[src/rtl/cpu_pkg.sv]
// Shared types and constants for the instruction fetch path.
// Holds the fetch FSM encoding, the HALT opcode and the instruction geometry.
package cpu_pkg;

  typedef enum logic [3:0] {
    S_IDLE    = 4'd0,
    S_RD0     = 4'd1,
    S_RD1     = 4'd2,
    S_RD2     = 4'd3,
    S_RD3     = 4'd4,
    S_CAP     = 4'd5,
    S_ISSUE   = 4'd6,
    S_WAIT_BR = 4'd7,
    S_HALTED  = 4'd8
  } state_t;

  localparam logic [10:0] HALT_OPCODE     = 11'h7FF;
  localparam int          INSTR_BYTES     = 4;
  localparam int          DEFAULT_IMEM_AW = 12;

  function automatic logic is_halt(input logic [31:0] word);
    return word[31:21] == HALT_OPCODE;
  endfunction

endpackage

[src/rtl/instr_byte_assembler.sv]
// Little-endian 4-byte capture register: byte_idx 0 lands in [7:0], 3 in [31:24].
// One-cycle write, no backpressure; clear has priority over capture.
module instr_byte_assembler
  import cpu_pkg::*;
(
  input  logic                       clk,
  input  logic                       rst_n,
  input  logic                       clear,
  input  logic                       capture,
  input  logic [1:0]                 byte_idx,
  input  logic [7:0]                 byte_data,
  output logic [8*INSTR_BYTES-1:0]   word
);

  always_ff @(posedge clk) begin
    if (!rst_n) begin
      word <= '0;
    end else if (clear) begin
      word <= '0;
    end else if (capture) begin
      word[{byte_idx, 3'b000} +: 8] <= byte_data;
    end
  end

endmodule

[src/rtl/fetch_sequencer.sv]
// Serial byte fetch of 32-bit instructions, issue to decode, then branch redirect.
// 6 cycles per instruction; holds instr/instr_pc while decode stalls instr_ready.
module fetch_sequencer
  import cpu_pkg::*;
#(
  parameter int unsigned         PC_WIDTH  = 64,
  parameter int unsigned         IMEM_AW   = DEFAULT_IMEM_AW,
  parameter logic [PC_WIDTH-1:0] RESET_PC  = '0,
  parameter int unsigned         MAX_INSTR = 0
) (
  input  logic                clk,
  input  logic                rst_n,
  input  logic                start,
  output logic                imem_rd,
  output logic [IMEM_AW-1:0]  imem_addr,
  input  logic [7:0]          imem_rdata,
  output logic [31:0]         instr,
  output logic [PC_WIDTH-1:0] instr_pc,
  output logic                instr_valid,
  input  logic                instr_ready,
  input  logic                br_valid,
  input  logic                br_taken,
  input  logic [PC_WIDTH-1:0] br_target,
  output logic                halted,
  output logic                fault,
  output logic [31:0]         instr_count
);

  state_t              state;
  state_t              state_nxt;
  logic [PC_WIDTH-1:0] pc;
  logic [PC_WIDTH-1:0] pc_nxt;
  logic [PC_WIDTH:0]   pc_plus4;
  logic                pc_wrap;
  logic                addr_bad;
  logic                handshake;
  logic [31:0]         count_inc;
  logic                cap_hit;
  logic                stop_fetch;
  logic                redirect;
  logic                asm_clear;
  logic                asm_capture;
  logic [1:0]          asm_idx;

  // The carry bit of pc_plus4 flags a sequential wrap past the top of the PC space.
  assign pc_plus4  = {1'b0, pc} + (PC_WIDTH+1)'(INSTR_BYTES);
  assign pc_nxt    = br_taken ? br_target : pc_plus4[PC_WIDTH-1:0];
  assign pc_wrap   = !br_taken && pc_plus4[PC_WIDTH];
  assign addr_bad  = pc_wrap || (pc_nxt[1:0] != 2'b00) || ((pc_nxt >> IMEM_AW) != '0);

  assign handshake  = (state == S_ISSUE) && instr_ready;
  assign count_inc  = (&instr_count) ? instr_count : instr_count + 32'd1;
  assign cap_hit    = (MAX_INSTR != 0) && (count_inc == 32'(MAX_INSTR));
  assign stop_fetch = is_halt(instr) || cap_hit;
  assign redirect   = br_valid && ((handshake && !stop_fetch) || (state == S_WAIT_BR));

  always_ff @(posedge clk) begin
    if (!rst_n) begin
      state <= S_IDLE;
    end else begin
      state <= state_nxt;
    end
  end

  always_comb begin
    state_nxt = state;
    case (state)
      S_IDLE:    if (start) state_nxt = S_RD0;
      S_RD0:     state_nxt = S_RD1;
      S_RD1:     state_nxt = S_RD2;
      S_RD2:     state_nxt = S_RD3;
      S_RD3:     state_nxt = S_CAP;
      S_CAP:     state_nxt = S_ISSUE;
      S_ISSUE: begin
        if (instr_ready) begin
          if (stop_fetch)    state_nxt = S_HALTED;
          else if (br_valid) state_nxt = addr_bad ? S_HALTED : S_RD0;
          else               state_nxt = S_WAIT_BR;
        end
      end
      S_WAIT_BR: if (br_valid) state_nxt = addr_bad ? S_HALTED : S_RD0;
      S_HALTED:  state_nxt = S_HALTED;
      default:   state_nxt = S_IDLE;
    endcase
  end

  // Byte k is on imem_rdata one cycle after RDk, hence the one-state capture lag.
  always_comb begin
    imem_rd     = 1'b0;
    imem_addr   = '0;
    asm_clear   = 1'b0;
    asm_capture = 1'b0;
    asm_idx     = 2'd0;
    case (state)
      S_RD0: begin
        imem_rd   = 1'b1;
        imem_addr = pc[IMEM_AW-1:0];
        asm_clear = 1'b1;
      end
      S_RD1: begin
        imem_rd     = 1'b1;
        imem_addr   = pc[IMEM_AW-1:0] + IMEM_AW'(1);
        asm_capture = 1'b1;
        asm_idx     = 2'd0;
      end
      S_RD2: begin
        imem_rd     = 1'b1;
        imem_addr   = pc[IMEM_AW-1:0] + IMEM_AW'(2);
        asm_capture = 1'b1;
        asm_idx     = 2'd1;
      end
      S_RD3: begin
        imem_rd     = 1'b1;
        imem_addr   = pc[IMEM_AW-1:0] + IMEM_AW'(3);
        asm_capture = 1'b1;
        asm_idx     = 2'd2;
      end
      S_CAP: begin
        asm_capture = 1'b1;
        asm_idx     = 2'd3;
      end
      default: ;
    endcase
  end

  assign instr_valid = (state == S_ISSUE);
  assign halted      = (state == S_HALTED);
  assign instr_pc    = pc;

  // A rejected redirect leaves pc at the instruction that produced it.
  always_ff @(posedge clk) begin
    if (!rst_n) begin
      pc          <= RESET_PC;
      fault       <= 1'b0;
      instr_count <= '0;
    end else begin
      if (handshake) begin
        instr_count <= count_inc;
      end
      if (redirect) begin
        if (addr_bad) begin
          fault <= 1'b1;
        end else begin
          pc <= pc_nxt;
        end
      end
    end
  end

  instr_byte_assembler u_asm (
    .clk       (clk),
    .rst_n     (rst_n),
    .clear     (asm_clear),
    .capture   (asm_capture),
    .byte_idx  (asm_idx),
    .byte_data (imem_rdata),
    .word      (instr)
  );

endmodule

[config.mk]
export PLATFORM = sky130hd
export DESIGN_NAME = fetch_sequencer
export DESIGN_NICKNAME = d
export VERILOG_FILES = /design/src/rtl/cpu_pkg.sv /design/src/rtl/instr_byte_assembler.sv /design/src/rtl/fetch_sequencer.sv
export SDC_FILE = /design/constraint.sdc
export NUM_CORES = 1
export LEC_CHECK = 0
export ABC_CLOCK_PERIOD_IN_PS = 4100
export BUFFER_PORTS_ARGS = -buffer_cell sky130_fd_sc_hd__buf_2
export CORE_ASPECT_RATIO = 1.75
export CORE_UTILIZATION = 53
export DETAILED_ROUTE_END_ITERATION = 7
export PLACE_DENSITY = 0.84
export REMOVE_ABC_BUFFERS = 1
export SYNTH_ARGS = -nofsm -noshare
export SYNTH_HDL_FRONTEND = slang
export SYNTH_HIERARCHICAL = 1
export SYNTH_SLANG_ARGS = --single-unit
[constraint.sdc]
create_clock -name clk -period 4.1 [get_ports clk]
set_input_delay 0.82 -clock clk [delete_from_list [all_inputs] [get_ports clk]]
set_output_delay 0.82 -clock clk [all_outputs]
set_load 0.01 [all_outputs]
# Word-level counts from Yosys, hierarchy flattened
# Index checks and enable logic that the tools add are counted.
word_totals:
  ff_bits: 133
  in_bits: 78
op_classes:
  bitwise_logic: 3
  shifts: 2
  mux: 14
  n_reduce_logical: 20
  n_eq_ne: 12
  addsub: 6
ops:
  columns: ["op", "n"]
  rows:
  - ["adder 64 x 3 -> 65 bit (second input constant)", 1]
  - ["two-way mux 64 bit", 1]
  - ["nonzero test 64 bit", 1]
  - ["one-hot mux 12 bit (4 select lines)", 1]
  - ["one-hot mux 4 bit (9 select lines)", 1]
  - ["adder 32 x 1 -> 32 bit (second input constant)", 1]
  - ["bitwise mux 32 bit", 1]
  - ["AND reduction 32 bit", 1]
  - ["variable shift 8 x 7 -> 32 bit (first input constant)", 1]
  - ["variable part select 8 x 7 -> 32 bit", 1]
  - ["adder 12 x 2 -> 12 bit (second input constant)", 2]
  - ["two-way mux 4 bit", 6]
  - ["== test 4 x 3 -> 1 bit (second input constant)", 4]
  - ["adder 12 x 1 -> 12 bit (second input constant)", 1]
  - ["== test 11 bit (second input constant)", 1]
  - ["== test 4 x 2 -> 1 bit (second input constant)", 2]
  - ["OR reduction 4 bit", 2]
  - ["negator 5 -> 7 bit", 1]
  - ["one-hot mux 2 bit (3 select lines)", 1]
  - ["AND reduction 2 bit", 3]
  - ["== test 4 x 1 -> 1 bit (second input constant)", 1]
  - ["== test 4 bit (second input constant)", 1]
  - ["logical AND 1 bit", 4]
  - ["logical NOT 4 bit", 1]
  - ["other kinds (9)", 17]

# Depth between registers and ports, before layout
logic_depth:
  word_depth: 10
  depth_mapped: 12

# By module
# The synthesis kept the hierarchy.
by_module_without_submodules:
  columns: ["mod", "instances", "area_per_inst_um2", "cells_each"]
  rows:
  - ["fetch_sequencer", 1, 6216.0, 809]
  - ["instr_byte_assembler", 1, 1281.2, 130]

# Least setup slack after synthesis
# OpenSTA, ideal clock, no wires.
synth_path:
  path_type: "reg2reg"
  startpoint: "register pc[2] (netlist: instr_pc[2])"
  endpoint: "register pc[0] (netlist: instr_pc[0])"
  t_arrival_ns: 3.638
  path_buffers: 1
  setup_ns: 0.115
  stages_incl_launch_ff: 12
  setup_slack_ns: 0.347
  path_cell_list: "dfxtp_1 ha_1 nand3_2 or4_4 or4b_1 and3_1 nor4b_2 o2111ai_1 or3_1 o41a_1 clkbuf_1 and2_1"
synth_between:
  elab_chain_cells: 6
  word_cells_on_any_way: 8
synth_lines:
  columns: ["element", "line_no", "rtl"]
  rows:
  - ["start, declared", "fetch_sequencer.sv:31", "logic [PC_WIDTH-1:0] pc;"]
  - ["start signal, assigned", "fetch_sequencer.sv:144", "pc <= pc_nxt;"]
  - ["adder 64 x 3 -> 65 bit (*)", "fetch_sequencer.sv:46", "assign pc_plus4 = {1'b0, pc} + (PC_WIDTH+1)'(INSTR_BYTES);"]
  - ["two-way mux 64 bit or logical AND 1 bit (tied branches)", "fetch_sequencer.sv:47, fetch_sequencer.sv:48", null]
  - ["nonzero test 64 bit or logical OR 1 bit (tied branches)", "fetch_sequencer.sv:49", "assign addr_bad = pc_wrap || (pc_nxt[1:0] != 2'b00) || ((pc_nxt >> IMEM_AW) != '0);"]
  - ["logical OR 1 bit (*)", "fetch_sequencer.sv:49", null]
  - ["inverter 1 bit (no source line) (*)", null, null]
  - ["AND reduction 2 bit (no source line) (*)", null, null]
# Every way passes the cells marked *; elsewhere a longest branch is shown, timed or not.
# A chain may end at the register's enable or synchronous reset.

# Final worst setup path
layout_path:
  startpoint: "register pc[25] (netlist: instr_pc[25])"
  endpoint: "register pc[4] (netlist: instr_pc[4])"
# Same word-level chain as after synthesis.

==> reports/metrics.cfg <==
[power]
comb_power_share_pct=7.4
ir_drop_v=0.000236
p_per_area_nw_per_um2=323
power_switching_w=0.000767
p_total_w=0.00311
clkPwrFrac_pct=50.6
p_leak_nw=3.97
p_seq_share_pct=41.9
internal_power_w=0.00235
netSwitchingFraction_pct=24.6

[clocking]
tritoncts=built
clock-sinks=133
post-cts-setup-buffers=0
insertion_delay_ns=0.42
h-tree-depth=4
hold_buffers=0
cts.reportedPaths.clkPinSlew_ns=0.06
root_buffer=clkbuf_16
cts_buffers=17
ctsResizeCount=0
clockBufferDepth=2

[global_route]
grt_pass1_vias=8209
grt_start_max_net_pins=55
grt_overflow=0
grt_util_all_layers_pct=35.7
grt_pass1_wl_um=41300
antenna_found_initial=0

[final_layout]
layout_commonest_cell=buf_2
drive_gt1_share_pct=27.2
area_growth_pct=28.8
nets=1274
mostFrequentLayoutCells=buf_2, dfxtp_1, nand2_1
antenna_cells=0

[route]
viasPerCell=6.30
first_pass_iters=7
ant_nets=0
drtIter0Drc=794
drc_errors=0
wl_per_cell_um=19.2
drt_wl_total_um=26300
vias=8664

[floorplanning]
start_util_pct=54.2
dieArea_um2=14600
rows=57
ios=222
dieWidth_um=91.9
die_y_um=159
core_area_um2=13800

[worst_setup_path]
worstSetupPathType=reg2reg
path_max_fanout=10
required_ns=4.43
endpoint_kind=register
arrival_ns=4.22
worstSetupStartpointType=register

[synth]
synth.top_cell.area_share_pct=35.5
synth_edf_count=0
syn-cell-area_um2=7500
syn_inst=939
ys.flop_type=dfxtp_1
synthArstFlopShare_pct=0
yosysTopAreaCell=dfxtp_1
yosys-top-cells-area=dfxtp_1, and2_1, nand2_1, nand4_1, xnor2_1
post_synth.cell_area_avg_um2=7.98
synth_cell_type_count=66
ys_ff_latch=133
seq_area_frac_synth_pct=35.5
yosys_warnings=6

[sta]
hold_slack_ns=0.453
fin_crit_ns=3.88
setup_slack_ns=0.216
grt_setup_unrepaired=false
fmax_mhz=257
worstMarginPinSlew_ns=0.703
drv_slew=0
hold_viol_final=0
skew_ns=0.0124
slew_headroom_pct=53.1
setup_viol_count_final=0
fin_crit_sh_pct=94.7

[placement]
gp_congestion=1.02
dp_hpwl_um=19700
portBuffers=221
post-place-ws_ns=0.213

[outcome]
outcome=finished clean

[job]
max_cap_viol_count=0

[worst_hold_path]
hold_path.class=reg2reg

## routing by layer
layer | share of wire, % | vias up | global-route usage [%]
li1 | - | 4000 | -
met1 | 35 | 4034 | 37.3
met2 | 51 | 499 | 63.7
met3 | 7.2 | 131 | 7.02
met4 | 7.0 | 0 | 23.5
met5 | 0 | - | 0
## final timing paths
check,from,to,slack [ns],cells after the start
max,instr_pc[25],instr_pc[4],0.22,11
min reg2reg,u_asm/word[7],u_asm/word[7],0.45,2
min,u_asm/word[7],u_asm/word[7],0.45,2
max reg2reg,instr_pc[25],instr_pc[4],0.22,11
## power groups by stage
stage	Clock [W]	Sequential, W	Combinational (W)
floorplan	0	0.00134	0.000104
global placement	0	0.00133	0.000222
detailed placement	0	0.00133	0.000224
CTS	0.00159	0.00131	0.000225
global route	0.00165	0.00131	0.000250
finish	0.00158	0.00131	0.000231
## per-stage QoR
stage | std cells | instance area [µm²] | util, % | TNS, ns
CTS | 1375 | 9650 | 69.7 | 0
finish | 1375 | 9650 | 69.8 | 0
global route | 1375 | 9650 | 69.8 | 0
detailed placement | 1344 | 9040 | 65.4 | 0
global placement | 1344 | 9040 | 65.4 | 0
floorplan | 889 | 7280 | - | -29.84
## worst max-delay path, stage by stage (launching register included)
cell and delay [ns]:
dfxtp_1 0.53, nand2_1 0.16, nor4_1 0.61, and4_1 0.40, a31oi_1 0.17, a2111oi_2 0.41, buf_4 0.17, a32oi_1 0.09
or3_1 0.39, or4_1 0.48, buf_4 0.19, o22ai_1 0.18
## cells in the mapped netlist, types with 4 or more instances
cell / n
and4_1: 10
a32oi_1: 18
clkbuf_1: 36
o21ai_0: 30
a21oi_1: 28
inv_1: 16
nor3_1: 33
xor2_1: 16
or4_1: 7
and2_1: 79
buf_2: 7
o22ai_1: 12
nor4b_1: 4
and3_1: 8
a31oi_1: 11
a21boi_0: 11
nor2b_1: 7
nand3_1: 47
nand2b_1: 6
xnor2_1: 32
nand4_1: 59
nor4_1: 40
o211ai_1: 6
or2_2: 5
or3_1: 15
o31ai_1: 17
nor2_1: 57
ha_1: 9
a32o_1: 7
mux2i_1: 5
nand2_1: 111
dfxtp_1: 133
## flip-flops by register name, summed over array words and instances, names as in the netlist
name and count:
state 4, instr_count 32, u_asm/word 32, instr_pc 64, fault 1
## kinds of logic (layout without fill, tap and decap cells)
group	Yosys count	count (layout)	share of synthesized area, %
AO/OA/AOI/OAI	171	171	15.8
XOR/XNOR	48	48	5.61
adder cells (fa/ha/maj)	10	10	1.77
buffers and inverters	66	325	3.74
flip-flops	133	133	35.5
multiplexers	7	7	0.968
AND/OR/NAND/NOR	504	504	36.6
## layout make-up
type	instances	area (µm²)
flip-flops and latches	133	2660
clock inverters	14	176
inverters	16	60.1
repair buffers	278	1550
clock buffers	17	425
multi-input cells	740	4560
fillers	1160	4180
well taps	177	221
(Power assumes the default switching activity.)
